**src/rtl/sad_err_sweep_ctrl.sv**
```systemverilog
// sad_err_sweep_ctrl: sweeps vectors through an external sad_i10_o3 and accumulates
// error statistics of its result against the exact pair-XOR population count.
module sad_err_sweep_ctrl #(
  parameter int         NUM_VEC = 1024,
  parameter bit         RANDOM  = 1'b0,
  parameter logic [9:0] SEED    = 10'h2A5,
  parameter int         CNT_W   = 11
) (
  input  logic             clk,
  input  logic             rst,
  input  logic             start,
  output logic             busy,
  output logic             done,
  output logic [9:0]       dut_pi,
  input  logic [2:0]       dut_po,
  output logic [CNT_W-1:0] vec_idx,
  output logic [CNT_W-1:0] err_cnt,
  output logic [CNT_W+2:0] err_sum,
  output logic [2:0]       err_max,
  output logic [9:0]       wce_vec
);
  typedef enum logic [1:0] {IDLE, RUN, DONE} state_t;
  localparam logic [9:0]       FIRST = RANDOM ? ((SEED == 10'h000) ? 10'h001 : SEED) : 10'h000;
  localparam logic [CNT_W-1:0] LAST  = CNT_W'(NUM_VEC - 1);
  state_t           state_q, state_d;
  logic [9:0]       pi_q, pi_d, wce_q, wce_d, pi_nxt;
  logic [CNT_W-1:0] idx_q, idx_d, cnt_q, cnt_d;
  logic [CNT_W+2:0] sum_q, sum_d;
  logic [2:0]       max_q, max_d, exact, err;
  always_comb begin
    exact = 3'd0;
    for (int k = 0; k < 5; k++) exact = exact + {2'b00, pi_q[2*k] ^ pi_q[2*k+1]};
    err    = (dut_po >= exact) ? dut_po - exact : exact - dut_po;
    pi_nxt = RANDOM ? {pi_q[8:0], pi_q[9] ^ pi_q[6]} : pi_q + 10'd1;
  end
  always_comb begin
    state_d = state_q;
    pi_d    = pi_q;
    idx_d   = idx_q;
    cnt_d   = cnt_q;
    sum_d   = sum_q;
    max_d   = max_q;
    wce_d   = wce_q;
    case (state_q)
      IDLE: if (start) begin
        state_d = RUN;
        pi_d    = FIRST;
        idx_d   = '0;
        cnt_d   = '0;
        sum_d   = '0;
        max_d   = '0;
        wce_d   = '0;
      end
      RUN: begin
        idx_d = idx_q + CNT_W'(1);
        cnt_d = cnt_q + CNT_W'(err != 3'd0);
        sum_d = sum_q + (CNT_W+3)'(err);
        if (err > max_q) begin
          max_d = err;
          wce_d = pi_q;
        end
        // the last sample leaves the final vector on the bus
        if (idx_q == LAST) state_d = DONE;
        else pi_d = pi_nxt;
      end
      default: state_d = IDLE;
    endcase
  end
  always_ff @(posedge clk) begin
    if (rst) begin
      state_q <= IDLE;
      pi_q    <= '0;
      idx_q   <= '0;
      cnt_q   <= '0;
      sum_q   <= '0;
      max_q   <= '0;
      wce_q   <= '0;
    end else begin
      state_q <= state_d;
      pi_q    <= pi_d;
      idx_q   <= idx_d;
      cnt_q   <= cnt_d;
      sum_q   <= sum_d;
      max_q   <= max_d;
      wce_q   <= wce_d;
    end
  end
  assign busy    = (state_q == RUN);
  assign done    = (state_q == DONE);
  assign dut_pi  = pi_q;
  assign vec_idx = idx_q;
  assign err_cnt = cnt_q;
  assign err_sum = sum_q;
  assign err_max = max_q;
  assign wce_vec = wce_q;
endmodule
```
**config.mk**
```make
export PLATFORM = sky130hd
export DESIGN_NAME = sad_err_sweep_ctrl
export DESIGN_NICKNAME = d
export VERILOG_FILES = /design/src/rtl/sad_err_sweep_ctrl.sv
export SDC_FILE = /design/constraint.sdc
export NUM_CORES = 1
export LEC_CHECK = 0
export CAP_MARGIN = 20
export CORE_UTILIZATION = 35
export DETAILED_ROUTE_END_ITERATION = 10
export PLACE_DENSITY_LB_ADDON = 0.25
export SETUP_SLACK_MARGIN = 0.02
export SLEW_MARGIN = 40
export SYNTH_ARGS = -nofsm -noshare
export SYNTH_HDL_FRONTEND = slang
export SYNTH_SLANG_ARGS = --single-unit
```
**constraint.sdc**
```tcl
create_clock -name clk -period 4.8 [get_ports clk]
set_input_delay 0.48 -clock clk [delete_from_list [all_inputs] [get_ports clk]]
set_output_delay 0.48 -clock clk [all_outputs]
set_load 0.01 [all_outputs]
```
# [After elaboration in Yosys (flattened, before gate mapping)]
# Cells that the tools add are included.
[op_classes] n_addsub=10 order_cmp=2 n_eq_ne=7 muxes=17 bitwise_logic=5 n_reduce_logical=7
[ops] op="case mux 11 bit (2 select lines)" count=2
[ops] op="case mux 10 bit (2 select lines)" count=2
[ops] op="2-to-1 mux 10 bit" count=3
[ops] op="case mux 14 bit (2 select lines)" count=1
[ops] op="adder 14 x 3 -> 14 bit" count=1
[ops] op="2-to-1 mux 14 bit" count=1
[ops] op="adder 11 x 1 -> 11 bit" count=1
[ops] op="adder 11 x 1 -> 11 bit, second input constant" count=1
[ops] op="equality test 11 x 10 -> 1 bit, second input constant" count=1
[ops] op="2-to-1 mux 11 bit" count=1
[ops] op="adder 10 x 1 -> 10 bit, second input constant" count=1
[ops] op="2-to-1 mux 3 bit" count=3
[ops] op="adder 3 x 1 -> 3 bit" count=2
[ops] op="case mux 3 bit (2 select lines)" count=1
[ops] op="AND reduction 3 bit" count=2
[ops] op="subtractor 3 bit" count=2
[ops] op="bitwise XOR 1 bit" count=5
[ops] op="2-to-1 mux 2 bit" count=2
[ops] op="inequality test 2 x 1 -> 1 bit, second input constant" count=2
[ops] op="inequality test 2 bit, second input constant" count=2
[ops] op="case mux 2 bit (2 select lines)" count=1
[ops] op="AND reduction 2 bit" count=2
[ops] op="adder 2 x 1 -> 3 bit" count=1
[ops] op="greater-or-equal comparator 3 bit" count=1
[ops] op="other kinds (7)" count=7
[word_totals] reg_bits=61 output_inout_bits=61 elab_cells=55

# [Logic depth before layout (Yosys ltp)]
# Gate-level depths: netlist of the first run.
[depth] ltp_word=10 depth_mapped=18

# [Worst setup path after synthesis of the first run]
# Ideal clock, no wire load.
[synth_path] path_type="register -> register" startpoint="register pi_q[0], in the netlist dut_pi[0]" endpoint="register sum_q[9], in the netlist err_sum[9]" setup_ns=0.062 t_arrival_ns=4.189 required_time_ns=4.738 path_slack_ns=0.549 stages_incl_launch_ff=16 n_path_buf=0 path_cell_list="dfxtp_1 -> ha_1 -> fa_1 -> inv_1 -> fa_1 -> inv_1 -> ha_1 -> ha_1 -> a211o_1 -> a211oi_1 -> nor2_1 -> ha_1 -> nand3_1 -> a21o_1 -> or4_1 -> nand3_1"
[synth_between] elab_chain_len=9
[synth_rtl] item="start, declared" line="26" rtl="logic [9:0] pi_q, pi_d, wce_q, wce_d, pi_nxt;"
[synth_rtl] item="start signal, assigned" line="80" rtl="pi_q <= pi_d;"
[synth_rtl] item="bitwise XOR 1 bit (*)" line="32" rtl="for (int k = 0; k < 5; k++) exact = exact + {2'b00, pi_q[2*k] ^ pi_q[2*k+1]};"
[synth_rtl] item="adder 1 x 1 -> 2 bit (*)" line="32"
[synth_rtl] item="adder 2 x 1 -> 3 bit (*)" line="32"
[synth_rtl] item="adder 3 x 1 -> 3 bit (*) (2 in a row)" line="32"
[synth_rtl] item="subtractor 3 bit or greater-or-equal comparator 3 bit (tied branches)" line="33" rtl="err = (dut_po >= exact) ? dut_po - exact : exact - dut_po;"
[synth_rtl] item="2-to-1 mux 3 bit (*)" line="33"
[synth_rtl] item="adder 14 x 3 -> 14 bit (*)" line="57" rtl="sum_d = sum_q + (CNT_W+3)'(err);"
[synth_rtl] item="case mux 14 bit (2 select lines) (*)" line="44" rtl="case (state_q)"
[synth_rtl] item="end signal, assigned" line="83" rtl="sum_q <= sum_d;"
[synth_rtl] item="end, declared" line="28" rtl="logic [CNT_W+2:0] sum_q, sum_d;"
# Every way passes the cells marked *; elsewhere a longest branch is shown, timed or not.
# A chain may end at the register's enable or synchronous reset.

# [Worst setup path in the final report of the first run]
[layout_path] startpoint="register pi_q[0], in the netlist dut_pi[0]" endpoint="register cnt_q[10], in the netlist err_cnt[10]"
[layout_between] elab_chain_len=10
[layout_rtl] item="bitwise XOR 1 bit (*)" line="32"
[layout_rtl] item="adder 1 x 1 -> 2 bit (*)" line="32"
[layout_rtl] item="adder 2 x 1 -> 3 bit (*)" line="32"
[layout_rtl] item="adder 3 x 1 -> 3 bit (*) (2 in a row)" line="32"
[layout_rtl] item="subtractor 3 bit or greater-or-equal comparator 3 bit (tied branches)" line="33"
[layout_rtl] item="2-to-1 mux 3 bit (*)" line="33"
[layout_rtl] item="nonzero test 3 bit (*)" line="56" rtl="cnt_d = cnt_q + CNT_W'(err != 3'd0);"
[layout_rtl] item="adder 11 x 1 -> 11 bit (*)" line="56"
[layout_rtl] item="case mux 11 bit (2 select lines) (*)" line="44"
[layout_rtl] item="end signal, assigned" line="82" rtl="cnt_q <= cnt_d;"
[layout_rtl] item="end, declared" line="27" rtl="logic [CNT_W-1:0] idx_q, idx_d, cnt_q, cnt_d;"
# Marked as above.

==> summary.md, run 1 <==
| Metric | Value |
|---|---|
| Run status | complete, no violations |
| FF+latch count, synth | between 60 and 70 |
| Clock network fraction of design power | ~45% |
| Die Ht | 97.3 um |
| Pin count of the biggest net entering global routing | 27 |
| Clock slew seen by the registers of the worst setup and hold paths | 0.07 ns |
| Top post-synthesis cells by count | dfxtp_1, nor2_1, nand2_1 |
| Fin crit share | around 95% |
| Hold Path Class | reg2reg |
| Buffer type at the clock tree root | clkbuf_8 |
| Fin Clk Skew | about 0.010 ns |
| Final antenna-violating net count | 0 |
| Sequential-to-total area share from yosys stat | 38.5% |
| Post-CTS Hold Fix Bufs | 0 |
| Setup repair bufs after CTS | 0 |
| DPL Wire Length | 5610 um |
| Number of placed I/O pins | between 60 and 70 |
| Shortest period the worst path allows | ~4.6 ns |
| Hold Fails Final Rpt | 0 |
| FMAX | around 220 MHz |
| Number of enable flip-flop cells after synthesis | 0 |
| Post-CTS Resized | 0 |
| Peak ir drop on the vdd network | 0.000200 V |
| Initial DRT Pass Iterations | 4 |
| Wire length of the first global-routing pass | about 13000 um |
| Main flop type after synthesis | dfxtp_1 |
| Number of distinct library cells after synthesis | 56 |
| Iter 0 DRT Violations | 120 |
| Count of placed standard cells including taps | 511 |
| Least-Margin Pin Slew | roughly 0.63 ns |
| Library cell with the highest instance count after synthesis | dfxtp_1 |
| # setup viols final | 0 |
| Kind of critical path | reg2reg |
| Die area | between 9000 and 10000 sq um |
| Area share of the largest cell type after synthesis | 38.5% |
| Crit path required time | ~5.0 ns |
| Register cell area after layout | approximately 1200 sq um |
| Synthesized Nets | about 380 |
| Total global-route track usage | 17.7% |
| Final cell count without fillers | 527 |
| Final wirelength | around 8000 um |
| Number of global-route vias before repair | between 2000 and 3000 |
| Power density over cell area | about 290 nW/um^2 |
| Count of H-tree levels built during CTS | 3 |
| Proportion of layout cells with a drive suffix above 1 | 9.07% |
| Crit path max fanout | 6 |
| Multi-input gate area in the final layout | between 1500 and 2000 sq um |
| Total number of placement rows | 34 |
| Leakage dissipation | 1.57 nW |
| Psw | approximately 300 uW |
| Number of antenna violations at the first check in global routing | 0 |
| Post-synth design cell area | about 3200 sq um |
| Hold WS | around 0.49 ns |
| # nets final | 445 |
| Max Buffers Root-to-Sink | 2 |
| Worst-Skew Late Latency | 0.34 ns |
| Internal cell power | roughly 900 uW |
| Initial core utilization | a little over a third |
| Count of pins over their slew limit | 0 |
| Top area cells in the synthesized netlist | dfxtp_1, ha_1, xnor2_1 |
| Tightest slew margin relative to the limit | a little under three fifths |
| Data arrival time of the worst path | around 4.8 ns |
| Synthesis warning total | 0 |
| Fraction of registers with async set/reset | 0% |
| Clock buffer count from CTS | 9 |
| Power share of the combinational group | between 10% and 20% |
| Mean post-synth cell area | a little over 9 sq um |
| Port-buffer cells | 66 |
| Die X | slightly below 100 um |
| Number of max-capacitance violations reported | 0 |
| Count of filler cells inserted in the layout | approximately 840 |
| Post-Syn Instances | 345 |
| Aggregate global routing overflow | 0 |
| Post-synthesis to final-layout area growth | 32.3% |
| DRC Markers | 0 |
| Number of sinks handled by clock tree synthesis | between 60 and 70 |
| Sort of element at the end of the critical path | flip-flop |
| Average routed wire per standard cell | between 15 and 20 um |
| Via density per instance | roughly 5.4 |
| Critical path startpoint category | flip-flop |
| Std-Cell Core Area | between 8000 and 9000 sq um |
| TritonCTS clock tree | yes |
| Switching Fraction | between 20% and 30% |
| Placer's final routability congestion estimate | just under 0.8 |
| Overall via count from detail_route | ~2800 |
| Ant diodes | 0 |
| Largest area contributor in the netlist | dfxtp_1 |
| Sequential share of power | 42.8% |
[placed cells by master (no fill, tap or decap), drive strengths merged, types with 6 or more instances in the layout]
master,instances
or4,6
o21ai,10
nor4,9
clkbuf,10
nand3,15
a22o,11
dfxtp,61
a21oi,18
nor2,31
a22oi,6
ha,20
clkdlybuf4s50,66
or3,8
nand4,11
nand2,23
xnor2,13
and3,6
inv,21
[layout make-up]
type / count / share of cell area [%]
inverter: 22 / 2.00
tap: 108 / 3.22
sequential: 61 / 29.1
clock buffer: 10 / 3.04
multi-input combinational: 249 / 43.4
timing repair buffer: 71 / 16.6
clock inverter: 6 / 2.65
[power groups by stage]
stage | Combinational, mW | Sequential (mW) | Clock (mW)
detailed placement | 0.140 | 0.537 | 0
global route | 0.160 | 0.527 | 0.599
CTS | 0.141 | 0.525 | 0.572
floorplan | 0.0908 | 0.538 | 0
finish | 0.144 | 0.525 | 0.557
global placement | 0.135 | 0.536 | 0
[metal layers]
metal  global-route usage (%)  vias up  routed length (um)
met3                     5.54       10                 343
met4                     5.54        0                 103
met1                     22.3     1362                3640
met2                     28.9       61                3910
li1                         -     1397                   -
met5                        0        -                   0
[through the flow]
stage / util [%] / setup slack (ns) / cell area [sq um] / setup TNS, ns / power [mW]
floorplan: - / 0.549 / 3180 / 0 / 0.629
global placement: 44.9 / 0.0650 / 3930 / 0 / 0.671
detailed placement: 45.0 / 0.206 / 3950 / 0 / 0.677
CTS: 47.8 / 0.136 / 4190 / 0 / 1.24
global route: 47.9 / -0.00239 / 4200 / -0.00239 / 1.29
finish: 47.9 / 0.226 / 4200 / 0 / 1.23
[state kept, by name, summed over array words and instances (netlist names)]
| name | cells |
|---|---|
| dut_pi | 10 |
| err_cnt | 11 |
| err_max | 3 |
| err_sum | 14 |
| state_q | 2 |
| vec_idx | 11 |
| wce_vec | 10 |
[cell families after synthesis]
| kind of cell | after synthesis | share of synthesized area (%) |
|---|---|---|
| multiplexers | 3 | 0.985 |
| XOR/XNOR | 18 | 4.96 |
| AND/OR/NAND/NOR | 126 | 22.4 |
| flip-flops | 61 | 38.5 |
| adder cells (fa/ha/maj) | 25 | 11.0 |
| buffers and inverters | 35 | 5.04 |
| AO/OA/AOI/OAI | 77 | 17.1 |
[critical path, cell delays in order, from the launching register on]
cell and delay [ns]:
dfxtp_1 0.42, ha_1 0.30, fa_1 0.56, inv_1 0.06
fa_1 0.40, inv_1 0.06, ha_1 0.26, ha_1 0.33
a2111oi_0 0.54, a211oi_2 0.12, o211ai_1 0.28, ha_1 0.25
ha_1 0.17, inv_1 0.09, nor4_1 0.39, xnor2_1 0.17
nor2_1 0.05
[final timing paths]
| kind | start | to | slack (ns) | depth (start not counted) |
|---|---|---|---|---|
| hold reg to reg | wce_vec[2] | wce_vec[2] | 0.49 | 1 |
| setup / recovery | dut_pi[0] | err_cnt[10] | 0.23 | 16 |
| setup reg to reg | dut_pi[0] | err_cnt[10] | 0.23 | 16 |
| hold / removal | wce_vec[2] | wce_vec[2] | 0.49 | 1 |
Power figures use the tool's default switching activity.
==> run 2, diff against run 1 <==
- CORE_UTILIZATION: 35 -> 45
==> run 2 against run 1 <==
Cell count fell by 2.5%. Sequential power barely moved. Global-route usage up 3.5 points. Core utilization grew 13 points. Fmax increased by 2.7%. Non-clock buffer count is 1 lower. Power is 6.0% lower. Clock-buffer cell count rose by 2. Sequential cell count unchanged. Clock power down 13%. Largest cell class unchanged. Largest power group is now registers.
==> summary.md, run 2 (synthesis gave the netlist of run 1 again) <==
| Metric | Value |
|---|---|
| Number of global-route vias before repair | ~2600 |
| Worst setup path start | dut_pi[0] |
| Power density over cell area | ~280 nW/um^2 |
| Hold Path Class | reg2reg |
| Shortest period the worst path allows | 4.45 ns |
| Post-CTS Hold Fix Bufs | 0 |
| Clock slew seen by the registers of the worst setup and hold paths | about 0.07 ns |
| Die Ht | 86.0 um |
| Most frequent cells in the layout | clkdlybuf4s50_1, dfxtp_1, nor2_1 |
| Kind of critical path | reg2reg |
| Iter 0 DRT Violations | about 140 |
| Number of flip-flops in the largest register | 14 |
| Least-Margin Pin Slew | 0.786 ns |
| Final antenna-violating net count | 0 |
| Proportion of layout cells with a drive suffix above 1 | a little under a tenth |
| Peak ir drop on the vdd network | between 0.0001 and 0.00015 V |
| Origin of the critical flop-to-flop path | dut_pi[0] |
| Port-buffer cells | 66 |
| Number of placed I/O pins | 67 |
| Total number of placement rows | 30 |
| Average routed wire per standard cell | around 14 um |
| DPL Wire Length | roughly 5300 um |
| # nets final | roughly 440 |
| Count of filler cells inserted in the layout | a little under 600 |
| Final Total Pwr | roughly 1.2 mW |
| Post-synthesis to final-layout area growth | 30.7% |
| Ant diodes | 0 |
| DRC Markers | 0 |
| Initial DRT Pass Iterations | 4 |
| Hold Fails Final Rpt | 0 |
| # setup viols final | 0 |
| Number of antenna violations at the first check in global routing | 0 |
| Via density per instance | between 5 and 6 |
| Fin Clk Skew | 0.0102 ns |
| Count of pins over their slew limit | 0 |
| Leakage dissipation | 1.56 nW |
| Count of H-tree levels built during CTS | 3 |
| Critical path startpoint category | flip-flop |
| Buffer type at the clock tree root | clkbuf_8 |
| Most common cell after layout, fill and taps aside | clkdlybuf4s50_1 |
| Crit path required time | 5.02 ns |
| Placer's final routability congestion estimate | 0.802 |
| Final wirelength | about 7400 um |
| Setup_tns | 0 ns |
| Sort of element at the end of the critical path | flip-flop |
| Die area | 7400 sq um |
| Max Buffers Root-to-Sink | 2 |
| Number of max-capacitance violations reported | 0 |
| Wire length of the first global-routing pass | 12100 um |
| Initial core utilization | a little under half |
| Number of sinks handled by clock tree synthesis | ~60 |
| Aggregate global routing overflow | 0 |
| Overall via count from detail_route | 2831 |
| Pin count of the biggest net entering global routing | 27 |
| Fin crit share | between 90 and 100% |
| Setup repair bufs after CTS | 0 |
| Run status | complete, no violations |
| FMAX | between 200 and 250 MHz |
| Worst-Skew Late Latency | 0.35 ns |
| Total global-route track usage | around a fifth |
| Setup repair after global routing missed its margin | no |
| Crit path max fanout | 6 |
| Utilization after layout | around three fifths |
| Data arrival time of the worst path | 4.67 ns |
| Startpoint of the lowest-slack hold path | wce_vec[4] |
| Die X | 86.0 um |
| Clock buffer count from CTS | 9 |
| TritonCTS clock tree | yes |
| Std-Cell Core Area | 6790 sq um |
| Tightest slew margin relative to the limit | a little under half |
## run 2: changes by cell type in the layout (fill, tap and decap cells not counted)
cell	delta
clkinvlp_4	-1
clkbuf_1	-1
clkinv_2	+2
clkinv_4	-1
clkbuf_8	+3
bufinv_16	-2
buf_4	-1
## run 2: per-layer routing
layer | share of wire, % | track usage (%) | up-vias
li1 | - | - | 1382
met1 | 44 | 26.1 | 1329
met2 | 46 | 33.8 | 97
met3 | 6.4 | 5.00 | 23
met4 | 3.0 | 12.4 | 0
met5 | 0 | 0 | -
## run 2: worst max-delay path, stage by stage (launching register included)
cell	delay, ns
dfxtp_1	0.42
ha_1	0.30
fa_1	0.54
inv_1	0.05
fa_1	0.40
inv_1	0.06
ha_1	0.25
ha_1	0.32
a2111oi_0	0.49
a211oi_2	0.12
o211ai_1	0.32
ha_1	0.24
ha_1	0.17
inv_1	0.08
nor4_1	0.35
xnor2_1	0.16
nor2_1	0.05
## run 2: path summary, 6_finish.rpt
| path | end | slack (ns) | cells after the start |
|---|---|---|---|
| hold / removal | wce_vec[4] | 0.48 | 1 |
| hold reg to reg | wce_vec[4] | 0.48 | 1 |
| setup / recovery | err_cnt[10] | 0.35 | 16 |
| setup reg to reg | err_cnt[10] | 0.35 | 16 |
## run 2: what timing repair did
action / in CTS / in global routing
endpoints found under the setup margin: 11 / 15
resized for setup: 1 / 4
hold endpoints to repair: 0 / 0
## run 2: area by class of cell
| class | instances | area, sq um | share of cell area (%) |
|---|---|---|---|
| well taps | 96 | 120 | 2.90 |
| flip-flops and latches | 61 | 1220 | 29.4 |
| multi-input cells | 249 | 1820 | 43.9 |
| repair buffers | 70 | 691 | 16.6 |
| inverters | 22 | 83.8 | 2.02 |
| clock inverters | 4 | 45.0 | 1.09 |
| clock buffers | 12 | 165 | 3.98 |
## run 2: per-stage QoR
step	std cells	area, sq um	hold slack [ns]	worst slack [ns]
floorplan	345	3180	0.499	0.549
global placement	498	3910	0.458	0.119
detailed placement	498	3920	0.465	0.0256
CTS	514	4130	0.480	0.179
global route	514	4150	0.500	0.0269
finish	514	4150	0.479	0.346
## run 2: power breakdown
group / total [mW] / internal, mW / switching (mW)
registers: 0.525 / 0.515 / 0.0100
clock network: 0.485 / 0.280 / 0.206
logic: 0.142 / 0.0571 / 0.0852
